**config.mk**
```make
export PLATFORM = sky130hd
export DESIGN_NAME = uart_rx
export DESIGN_NICKNAME = d
export VERILOG_FILES = /design/src/rtl/uart_rx.sv
export SDC_FILE = /design/constraint.sdc
export NUM_CORES = 1
export LEC_CHECK = 0
export ABC_CLOCK_PERIOD_IN_PS = 2210
export CAP_MARGIN = 20
export CORE_MARGIN = 2
export CORE_UTILIZATION = 54
export CTS_CLUSTER_SIZE = 24
export DETAILED_ROUTE_END_ITERATION = 10
export PLACE_DENSITY = 0.82
export SYNTH_ARGS = -nofsm -noshare
export SYNTH_HDL_FRONTEND = slang
export SYNTH_SLANG_ARGS = --single-unit
export TNS_END_PERCENT = 50
```
**constraint.sdc**
```tcl
create_clock -name clk -period 2.21 [get_ports clk]
set_input_delay 0.442 -clock clk [delete_from_list [all_inputs] [get_ports clk]]
set_output_delay 0.442 -clock clk [all_outputs]
set_load 0.005 [all_outputs]
```
**src/rtl/uart_rx.sv**
```systemverilog
// uart_rx: UART receiver with selectable 7/8 data bits, optional
// odd/even/mark/space parity and 1/2 stop bits. Bit timing comes from an
// external generator: uart_enable starts it and clk_uart returns a bit-rate
// square wave whose rising edges mark the bit centres.
//
// Ports:
//   clk, rst        system clock, asynchronous active-high reset
//   rx              serial line (idle high, asynchronous to clk)
//   clk_uart        bit clock from the generator
//   uart_enable     generator enable, high whenever not idle
//   data_size       0 = 7 data bits, 1 = 8 data bits
//   parity_en       a parity bit follows the data
//   parity_mode     11 odd, 10 even, 01 mark, 00 space
//   stop_bit_size   0 = 1 stop bit, 1 = 2 stop bits
//   data            last received character (data[7] = 0 in 7-bit mode)
//   valid           one-cycle strobe when data and error flags update
//   parity_error    parity mismatch in the last frame
//   frame_error     a stop bit of the last frame was sampled low
//   ready           high only while idle
module uart_rx (
  input  logic       clk,
  input  logic       rst,
  input  logic       rx,
  input  logic       clk_uart,
  output logic       uart_enable,
  input  logic       data_size,
  input  logic       parity_en,
  input  logic [1:0] parity_mode,
  input  logic       stop_bit_size,
  output logic [7:0] data,
  output logic       valid,
  output logic       parity_error,
  output logic       frame_error,
  output logic       ready
);

  typedef enum logic [2:0] {
    IDLE,
    START,
    DATA,
    PARITY,
    STOP,
    DONE
  } state_t;

  state_t state_q, state_d;

  logic rx_meta_q, rx_s_q, rx_prev_q, clk_uart_prev_q;
  logic rx_fall, uart_tick, last_data_bit;

  logic       cfg_size_q, cfg_size_d;
  logic       cfg_par_en_q, cfg_par_en_d;
  logic [1:0] cfg_par_mode_q, cfg_par_mode_d;
  logic       cfg_stop_q, cfg_stop_d;
  logic [7:0] shift_q, shift_d;
  logic [2:0] bit_cnt_q, bit_cnt_d;
  logic       stop_cnt_q, stop_cnt_d;
  logic       par_err_acc_q, par_err_acc_d;
  logic       frm_err_acc_q, frm_err_acc_d;
  logic [7:0] data_q, data_d;
  logic       valid_q, valid_d;
  logic       parity_error_q, parity_error_d;
  logic       frame_error_q, frame_error_d;

  // Two-stage synchronizer on rx plus a delayed copy for falling-edge
  // detection. Resetting to 1 matches an idle line, so leaving reset never
  // looks like a start bit. clk_uart is delayed once for its rising edge.
  always_ff @(posedge clk or posedge rst) begin
    if (rst) begin
      rx_meta_q       <= 1'b1;
      rx_s_q          <= 1'b1;
      rx_prev_q       <= 1'b1;
      clk_uart_prev_q <= 1'b0;
    end else begin
      rx_meta_q       <= rx;
      rx_s_q          <= rx_meta_q;
      rx_prev_q       <= rx_s_q;
      clk_uart_prev_q <= clk_uart;
    end
  end

  assign rx_fall       = rx_prev_q & ~rx_s_q;
  assign uart_tick     = clk_uart & ~clk_uart_prev_q;
  assign last_data_bit = (bit_cnt_q == (cfg_size_q ? 3'd7 : 3'd6));

  // State register.
  always_ff @(posedge clk or posedge rst) begin
    if (rst) begin
      state_q <= IDLE;
    end else begin
      state_q <= state_d;
    end
  end

  // Next-state logic. Only the start-bit detection and the single-cycle
  // DONE state advance without a bit-centre tick.
  always_comb begin
    state_d = state_q;
    case (state_q)
      IDLE:    if (rx_fall) state_d = START;
      START:   if (uart_tick) state_d = rx_s_q ? IDLE : DATA;
      DATA:    if (uart_tick && last_data_bit) state_d = cfg_par_en_q ? PARITY : STOP;
      PARITY:  if (uart_tick) state_d = STOP;
      STOP:    if (uart_tick && (stop_cnt_q == cfg_stop_q)) state_d = DONE;
      DONE:    state_d = IDLE;
      default: state_d = IDLE;
    endcase
  end

  // Output and datapath logic.
  always_comb begin
    cfg_size_d     = cfg_size_q;
    cfg_par_en_d   = cfg_par_en_q;
    cfg_par_mode_d = cfg_par_mode_q;
    cfg_stop_d     = cfg_stop_q;
    shift_d        = shift_q;
    bit_cnt_d      = bit_cnt_q;
    stop_cnt_d     = stop_cnt_q;
    par_err_acc_d  = par_err_acc_q;
    frm_err_acc_d  = frm_err_acc_q;
    data_d         = data_q;
    valid_d        = 1'b0;
    parity_error_d = parity_error_q;
    frame_error_d  = frame_error_q;
    uart_enable    = (state_q != IDLE);
    ready          = (state_q == IDLE);

    case (state_q)
      IDLE: begin
        // The frame format is frozen here for the whole frame.
        if (rx_fall) begin
          cfg_size_d     = data_size;
          cfg_par_en_d   = parity_en;
          cfg_par_mode_d = parity_mode;
          cfg_stop_d     = stop_bit_size;
          bit_cnt_d      = 3'd0;
          stop_cnt_d     = 1'b0;
          par_err_acc_d  = 1'b0;
          frm_err_acc_d  = 1'b0;
        end
      end
      DATA: begin
        // On the 7th bit of a 7-bit frame the extra right shift leaves the
        // character right-aligned with a zero MSB, so parity and the output
        // load can use shift_q directly.
        if (uart_tick) begin
          if (last_data_bit && !cfg_size_q) begin
            shift_d = {1'b0, rx_s_q, shift_q[7:2]};
          end else begin
            shift_d = {rx_s_q, shift_q[7:1]};
          end
          bit_cnt_d = bit_cnt_q + 3'd1;
        end
      end
      PARITY: begin
        if (uart_tick) begin
          par_err_acc_d = rx_s_q ^ (cfg_par_mode_q[0] ^ (cfg_par_mode_q[1] & (^shift_q)));
        end
      end
      STOP: begin
        if (uart_tick) begin
          if (!rx_s_q) begin
            frm_err_acc_d = 1'b1;
          end
          stop_cnt_d = 1'b1;
        end
      end
      DONE: begin
        data_d         = shift_q;
        parity_error_d = par_err_acc_q;
        frame_error_d  = frm_err_acc_q;
        valid_d        = 1'b1;
      end
      default: begin
      end
    endcase
  end

  // Datapath and output registers.
  always_ff @(posedge clk or posedge rst) begin
    if (rst) begin
      cfg_size_q     <= 1'b0;
      cfg_par_en_q   <= 1'b0;
      cfg_par_mode_q <= 2'b00;
      cfg_stop_q     <= 1'b0;
      shift_q        <= 8'h00;
      bit_cnt_q      <= 3'd0;
      stop_cnt_q     <= 1'b0;
      par_err_acc_q  <= 1'b0;
      frm_err_acc_q  <= 1'b0;
      data_q         <= 8'h00;
      valid_q        <= 1'b0;
      parity_error_q <= 1'b0;
      frame_error_q  <= 1'b0;
    end else begin
      cfg_size_q     <= cfg_size_d;
      cfg_par_en_q   <= cfg_par_en_d;
      cfg_par_mode_q <= cfg_par_mode_d;
      cfg_stop_q     <= cfg_stop_d;
      shift_q        <= shift_d;
      bit_cnt_q      <= bit_cnt_d;
      stop_cnt_q     <= stop_cnt_d;
      par_err_acc_q  <= par_err_acc_d;
      frm_err_acc_q  <= frm_err_acc_d;
      data_q         <= data_d;
      valid_q        <= valid_d;
      parity_error_q <= parity_error_d;
      frame_error_q  <= frame_error_d;
    end
  end

  assign data         = data_q;
  assign valid        = valid_q;
  assign parity_error = parity_error_q;
  assign frame_error  = frame_error_q;

endmodule

```
==> run metrics <==
Sum Neg Setup Slack=0 ns; CTS Buf Count=5; most frequent cells in the layout=dfrtp_1 (34), clkdlybuf4s50_1 (21), nand2_1 (18); Critical Path Start Type=register; grt total ovfl=0; P_int=1.80 mW; H-tree levels=2; sequential fraction of design power=45.3%; Setup Viol. Count Final=0; NetSw=0.961 mW; final instance area=1990 sq um; fin crit period=2.04 ns; Leak=0.879 nW; FMAX=490 MHz; met2 WL=1270 microns; Synth Area in Adders=0.734%; Netlist Area Pre-Place=1700 sq um; fin util=65.9%; Placed Area=1950 sq um; row count=20; async set-reset flop share out of synthesis=100%; Setup CP Type=register to primary output; Cells after DPL=212; I/O pins=22; Die Ht=60.2 microns; Peak VDD IR=601 uV; Rel. slew slack=62.3%; worst skew pair latency=0.34 ns; Antenna diodes=0; # DRC=0; fin crit share=92.4%; Synth Area per Inst=11.3 sq um; Power Total=2.76 mW; PostCTS Resize Cnt=0; final hold vios=0; synth top area cells=dfrtp_1 (50%), mux2_2 (5.3%), mux2i_1 (4.7%); Critical Path RT=1.77 ns; Yosys reg bits=37; share of cells above drive strength 1=15.9%; antenna-violating nets left=0; clk_skew=0.00795 ns; DIE AREA=3620 sq um; first-pass GRT wire length=4690 microns; HPWL after detailed placement=1970 microns; non-filler cells, final=220; largest net degree at the start of global routing=38; Synth Area in Compound Gates=7.34%; CP max FO=9; sequential share of the synthesized area=54.6%; IO Port Bufs=21; met1 layer wirelength in the final routing=1370 microns; pwr/cell area=1380 nW/um^2; Avg WL per Cell=12.7 microns; Slew Viols, Final=0; core area=3030 sq um; clock root cell=clkbuf_4; largest family of logic cells by synthesized area=simple AND/OR/NAND/NOR gates; Crit-path slowest cell=clkdlybuf4s50_1; vias in the first global route=1,052; CTS tree=done; cell family with most CP delay=buffers and inverters; # fillers=238; Synth Area in XOR/XNOR=5.65%; status=finished clean; Vias/cell=5.11; combinational share of power=42.7%; 1st-iter DRT viols=38; Clock Tree Buf Depth=2; CP arrival=1.60 ns; max incr delay on CP=0.53 ns; Yosys top cell area share=49.9%; simple-gate share of the synthesized area=13.7%; drt first pass iters=4; RSZ-0062 raised after global routing=false; max-cap violations=0; Die Wd=60.2 microns; clock sinks=37; cells along the critical path=nor3_4 > clkdlybuf4s50_1; initial antenna violation count=0; Post-Syn Instances=151; Crit path buffers/inverters=1; EDFF count, synth=0; Max Used Layer=met4; worst min path class=register to register; hold_buf cts=0; Clock power frac=12.0%; post-synth net total=161; Worst setup EP type=primary output; Tightest Pin Transition=0.564 ns; Main synth FF type=dfrtp_1; yosys warns=0; commonest non-fill, non-tap cell in the layout=dfrtp_1; Post CTS Setup Buffer Count=0; vias=1,125; final net count=185; Net Sw Frac=34.9%; Starting Density=56.3%; post-synth top area cell=dfrtp_1; total track usage=17.8%; DRT Wirelength=2800 microns; met3 WL post-DR=113 microns; Yosys cell types=33; gpl congestion=0.764; area grow syn2layout=17.0%; post-synthesis mux area share=13.5%; Clock transition at path regs=0.10 ns
-- cells by family after synthesis --
kind of cell / Yosys count
DFF: 37
xor gates and xnor gates: 11
AOI/OAI and AO/OA: 22
and+or+nand+nor: 45
muxes: 20
buffers and inverters: 15
adders and majority gates: 1
-- layout make-up --
cell class                 instances  area, sq um  area share [%]
clock buffer                       8         48.8            2.45
multi-input combinational         99          698            35.0
timing repair buffer              24          233            11.7
sequential                        37          930            46.6
tap                               44         55.1            2.76
inverter                           8         30.0            1.51
-- power groups by stage --
stage	combinational [mW]	clock [mW]	sequential, mW
3_5_place_dp	1.19	0	1.26
6_report	1.18	0.332	1.25
5_1_grt	1.31	0.367	1.29
3_3_place_gp	1.16	0	1.24
2_1_floorplan	0.868	0	1.18
4_1_cts	1.19	0.342	1.25
-- metrics by stage --
stage	setup WS (ns)	hold slack, ns
floorplan	0.572	0.345
global placement	0.316	0.346
detailed placement	0.180	0.347
CTS	0.153	0.361
global route	0.0956	0.368
finish	0.169	0.360
-- routing by layer --
layer  GRT usage, %  up-vias
li1               -      565
met2           27.0       27
met1           23.5      529
met5              0        -
met3           4.98        4
met4           8.57        0
-- path summary, 6_finish.rpt --
check	from	to	slack (ns)	cells after the start
min	rx_meta_q$_DFF_PP1_	rx_s_q$_DFF_PP1_	0.36	0
max reg2reg	state_q[1]$_DFFE_PP0P_	state_q[1]$_DFFE_PP0P_	0.38	5
min reg2reg	rx_meta_q$_DFF_PP1_	rx_s_q$_DFF_PP1_	0.36	0
min in group asynchronous	rst	frame_error$_DFFE_PP0P_	0.50	3
max in group asynchronous	rst	rx_prev_q$_DFF_PP1_	1.35	3
max	state_q[2]$_DFFE_PP0P_	ready	0.17	2
-- worst register-to-register path, cell delays in order, from the launching register on --
cell and delay, ns:
dfrtp_1 0.49, or3b_2 0.55, o21bai_1 0.18, nand4_1 0.15, mux2i_1 0.22, o21ai_0 0.11
-- synth_stat cells (2+ instances only) --
library cell	count
mux2_2	8
buf_6	2
inv_1	7
dfstp_2	3
nand2_1	18
xnor2_1	7
nor3_1	2
xor2_1	4
mux2_4	4
a21oi_1	8
nand2b_1	2
o21ai_0	8
clkbuf_2	2
dfrtp_1	34
buf_2	2
mux2i_1	8
nand3b_1	4
nor2_1	11
o31ai_1	3
-- flip-flops by register name, indices dropped and copies added, names as in the netlist --
register and count:
rx_meta_q 1, state_q 3, valid 1, frame_error 1, bit_cnt_q 3, cfg_par_en_q 1, par_err_acc_q 1, cfg_size_q 1
cfg_par_mode_q 2, shift_q 8, data 8, stop_cnt_q 1, cfg_stop_q 1, frm_err_acc_q 1, rx_prev_q 1, rx_s_q 1
parity_error 1, clk_uart_prev_q 1
Power figures use the tool's default switching activity.
==> variant 1, RTL diff (config.mk and constraints unchanged) <==
Encoding of `state_t`: now one-hot (6 bits for 6 states).
--- a/src/rtl/uart_rx.sv
+++ b/src/rtl/uart_rx.sv
@@ -36,9 +36,9 @@
 
-  typedef enum logic [2:0] {
-    IDLE,
-    START,
-    DATA,
-    PARITY,
-    STOP,
-    DONE
+  typedef enum logic [5:0] {
+    IDLE   = 6'b000001,
+    START  = 6'b000010,
+    DATA   = 6'b000100,
+    PARITY = 6'b001000,
+    STOP   = 6'b010000,
+    DONE   = 6'b100000
   } state_t;
Function: same outputs for any inputs over 10 cycles, from zero or initial values and one cycle with rst high; not proved beyond that.
==> variant 1 against the original RTL <==
Design area grew 18%. Highest routed layer unchanged. Synthesized cell count grew 19%. Synthesized area grew 15%. Sequential cell count grew 3. Routed wire length grew 36%. Power shrank 28%. Core utilization grew 2.9 points. Worst setup slack lost 0.24 ns. Largest cell class unchanged. The run now ends with setup timing left.
==> variant 1: results (changes against the original RTL) <==
outcome=finished, violations left (was completed); R2R setup slack=0.16 ns (was 0.38 ns); total number of vias=1458 (was 1125); Yosys cell types=46 (was 33); commonest cells in the netlist=dfrtp_1, nand2_1, o21ai_0 (was dfrtp_1, nand2_1, nor2_1); setup TNS=-0.0686 ns (was 0 ns); RR Endpoint=cfg_size_q$_DFFE_PP0P_ (was state_q[1]$_DFFE_PP0P_); failing checks=setup timing; min-delay worst type=flop to flop (unchanged); number of synthesized flops with an enable pin=0 (unchanged); Worst VDD drop=0.772 mV (was 0.601 mV); drt first pass iters=4 (unchanged); vias in the first global route=1394 (was 1052); Total GRT Usage=20.9% (was 17.8%); pre-CTS setup slack=-0.0129 ns (was 0.180 ns); actual slew at the worst max-slew pin=0.525 ns (was 0.564 ns); Clock Latency Late Sink=0.34 ns (about the same); hold_ws=0.365 ns (was 0.360 ns); sequential fraction of the synthesis area=51.1% (was 54.6%); endpoints failing setup=1 (was 0); nets=224 (was 185); Inst Count DP=252 (was 212); Crit path max-delay family=simple AND/OR/NAND/NOR gates (was buffers and inverters); Placed Area=2300 um2 (was 1950 um2); GP Congestion=0.953 (was 0.764); drt via density=5.61 (was 5.11); share of cells above drive strength 1=22.0% (was 15.9%); P_leak=1.06 nW (was 0.879 nW); post-detail-place hpwl=2730 um (was 1970 um); setup slack after layout=-0.0686 ns (was 0.169 ns); Worst EP arrival=1.84 ns (was 1.60 ns); post-synth net total=190 (was 161); Int Pwr=1.33 mW (was 1.80 mW); reg2reg path depth=7 (was 5); Routed WL per cell=14.6 um (was 12.7 um); Synth Area per Inst=10.9 um2 (was 11.3 um2); Critical Path Max Stage Delay=0.54 ns; RR Startpoint=state_q[0]$_DFFE_PP1P_ (was state_q[1]$_DFFE_PP0P_); crit path max fanout=2 (was 9); Area contributors post-synth=dfrtp_1, dfstp_2, mux2_2 (was dfrtp_1, mux2_2, mux2i_1); largest net degree at the start of global routing=41 (was 38); Hold Path End=rx_s_q$_DFF_PP1_ (unchanged); Port Buffer Count=21 (unchanged); Slowest-stage cell, CP=dfstp_2 (was clkdlybuf4s50_1); Clock Skews=0.00860 ns (was 0.00795 ns); first-pass GRT wire length=6650 um (was 4690 um); CTS Buffer Depth=2 (unchanged); Fill cells=258 (was 238); First DRT Iteration DRCs=106 (was 38)
[variant 1: logic make-up after synthesis]
kind of cell,after synthesis,share of synthesized area (%)
buffers and inverters,15,3.69
multiplexers,21,12.5
AO/OA/AOI/OAI,29,9.09
flip-flops,40,51.1
XOR/XNOR,13,5.79
adder cells (fa/ha/maj),1,0.636
AND/OR/NAND/NOR,61,17.2
[variant 1: final cells by class]
class	instances	area [um2]	share of cell area (%)
Sequential cell	40	1010	42.8
Timing Repair Buffer	36	323	13.7
Clock buffer	6	41.3	1.76
Inverter	6	27.5	1.17
Clock inverter	1	5.00	0.213
Multi-Input combinational cell	125	890	37.9
Tap cell	46	57.6	2.45
[variant 1: what timing repair did]
item,4_1_cts,5_1_grt
pin swaps,1,1
buffers inserted,1,0
resized for setup,8,2
endpoints found under the setup margin,2,2
hold buffers,0,0
[variant 1: worst max path at each step]
| stage | end | slack [ns] | cells after the start |
|---|---|---|---|
| after floorplan | cfg_par_en_q$_DFFE_PP0P_ | 0.26 | 6 |
| after global placement | ready | -0.005 | 4 |
| after detailed placement | ready | -0.01 | 4 |
| after CTS | ready | -0.1 | 5 |
| after global routing | ready | -0.12 | 5 |
| final | ready | -0.07 | 5 |
[variant 1: routing by layer]
| layer | global-route usage (%) | wire [um] | vias up |
|---|---|---|---|
| met5 | 0 | 0 | - |
| met4 | 6.12 | 48 | 0 |
| met3 | 4.93 | 222 | 4 |
| met2 | 31.5 | 1810 | 53 |
| met1 | 30.2 | 1730 | 702 |
| li1 | - | - | 699 |
[variant 1: power groups by stage]
stage / sequential (mW) / clock (mW) / combinational [mW]
finish: 0.900 / 0.336 / 0.740
global route: 0.913 / 0.380 / 0.804
CTS: 0.900 / 0.345 / 0.745
detailed placement: 0.915 / 0 / 0.711
global placement: 0.906 / 0 / 0.700
floorplan: 0.892 / 0 / 0.492
==> variant 2, RTL diff (config.mk and constraints unchanged) <==
Made on the original files. Register the output `frame_error` once more, with the module's reset; this adds one clock of latency there. The other outputs are not delayed to match.
--- a/src/rtl/uart_rx.sv
+++ b/src/rtl/uart_rx.sv
@@ -214,3 +214,9 @@
   assign parity_error = parity_error_q;
-  assign frame_error  = frame_error_q;
+  always_ff @(posedge clk or posedge rst) begin
+    if (rst) begin
+      frame_error <= '0;
+    end else begin
+      frame_error <= frame_error_q;
+    end
+  end
 
Formal check against the unedited RTL: no difference found for any inputs over 10 cycles, from zero or initial values and one cycle with rst high; that may be too few to reach the edited logic, so the function may still have changed.
==> variant 2 against the original RTL <==
First-iteration DRC count rose by 2.6%. Power rose by 7.5%. Design area rose by 3.3%. Synthesized area rose by 1.5%. Critical path type unchanged. Non-clock buffer count rose by 1. Critical path depth did not move. Sequential power rose by 3%. Highest routed layer unchanged. Worst setup slack got worse by 0.042 ns. Sequential cell count rose by 1. Routed wire length rose by 9.6%. Via count rose by 3.5%.
==> variant 2: results (changes against the original RTL) <==
RR Startpoint=state_q[2]$_DFFE_PP0P_ (was state_q[1]$_DFFE_PP0P_); clock root buffer=clkbuf_4 (unchanged); GP Congestion=0.892 (was 0.764); Placed Area=1980 um2 (was 1950 um2); nets=187 (was 185); share of cells above drive strength 1=17.5% (was 15.9%); commonest cells in the netlist=dfrtp_1, nand2_1, nor2_1 (unchanged); reg2reg path depth=5 (unchanged); sw frac=33.8% (was 34.9%); Worst VDD drop=0.801 mV (was 0.601 mV); outcome=completed (unchanged); Setup crit end=ready (unchanged); Total GRT Usage=19.6% (was 17.8%); largest net degree at the start of global routing=39 (was 38); hold path depth=0 (unchanged); sequential fraction of the synthesis area=55.2% (was 54.6%); Main synth FF type=dfrtp_1 (unchanged); Routed WL per cell=13.9 um (was 12.7 um); post-detail-place hpwl=2160 um (was 1970 um); CP Class=flop to output pin (unchanged); Area contributors post-synth=dfrtp_1, mux2_2, mux2i_1 (unchanged); Clock Latency Late Sink=0.34 ns (about the same); Worst-path clk slew=0.11 ns; Fill cells=251 (was 238); Yosys cell types=33 (unchanged); Port Buffer Count=21 (unchanged); vias in the first global route=1152 (was 1052); first-pass GRT wire length=5180 um (was 4690 um); Slowest-stage cell, CP=clkdlybuf4s50_1 (unchanged); drt via density=5.27 (was 5.11); Antenna diodes=0 (unchanged); First DRT Iteration DRCs=39 (was 38); post-synth net total=162 (was 161); Hold Startpoint=rx_meta_q$_DFF_PP1_ (unchanged); P_leak=0.915 nW (was 0.879 nW); Clock Skews=0.0124 ns (was 0.00795 ns); worst relative slew slack=63.7% (was 62.3%); Worst EP arrival=1.64 ns (was 1.60 ns)
## variant 2: cell count changes in the layout (fill, tap and decap cells not counted), sizes merged
| cell | delta |
|---|---|
| dfrtp | +1 |
| bufinv | +1 |
| clkbuf | -2 |
| buf | +1 |
## variant 2: through the flow
| step | worst slack, ns | total power [mW] | hold WS (ns) | cells |
|---|---|---|---|---|
| global route | 0.0688 | 3.17 | 0.372 | 221 |
| CTS | 0.129 | 2.98 | 0.361 | 221 |
| detailed placement | 0.195 | 2.50 | 0.347 | 214 |
| finish | 0.127 | 2.96 | 0.361 | 221 |
| floorplan | 0.572 | 2.08 | 0.345 | 152 |
| global placement | 0.290 | 2.43 | 0.346 | 214 |
## variant 2: kinds of logic after synthesis
group                      after synthesis  share of synthesized area [%]
and+or+nand+nor                         45                           13.5
xor gates and xnor gates                11                           5.57
AOI/OAI and AO/OA                       22                           7.24
DFF                                     38                           55.2
muxes                                   20                           13.3
buffers and inverters                   15                           4.41
adders and majority gates                1                          0.723
## variant 2: final cells by class
class	count	area [um2]	area share (%)
Tap cell	44	55.1	2.67
Sequential cell	38	955	46.4
Clock inverter	1	30.0	1.46
Clock buffer	6	51.3	2.49
Inverter	8	30.0	1.46
Timing Repair Buffer	25	240	11.7
Multi-Input combinational cell	99	698	33.9
## variant 2: layer usage
layer	up-vias	track usage [%]	share of wire [%]	routed length (um)
met5	-	0	0	0
met3	6	7.46	4.3	131
met1	566	25.3	45	1390
li1	561	-	-	-
met2	31	30.4	49	1490
met4	0	6.83	2.0	61
## variant 2: power groups by stage
stage / combinational (mW) / sequential, mW / clock [mW]
global placement: 1.15 / 1.27 / 0
finish: 1.19 / 1.29 / 0.484
CTS: 1.21 / 1.28 / 0.492
global route: 1.32 / 1.33 / 0.525
floorplan: 0.868 / 1.21 / 0
detailed placement: 1.20 / 1.30 / 0
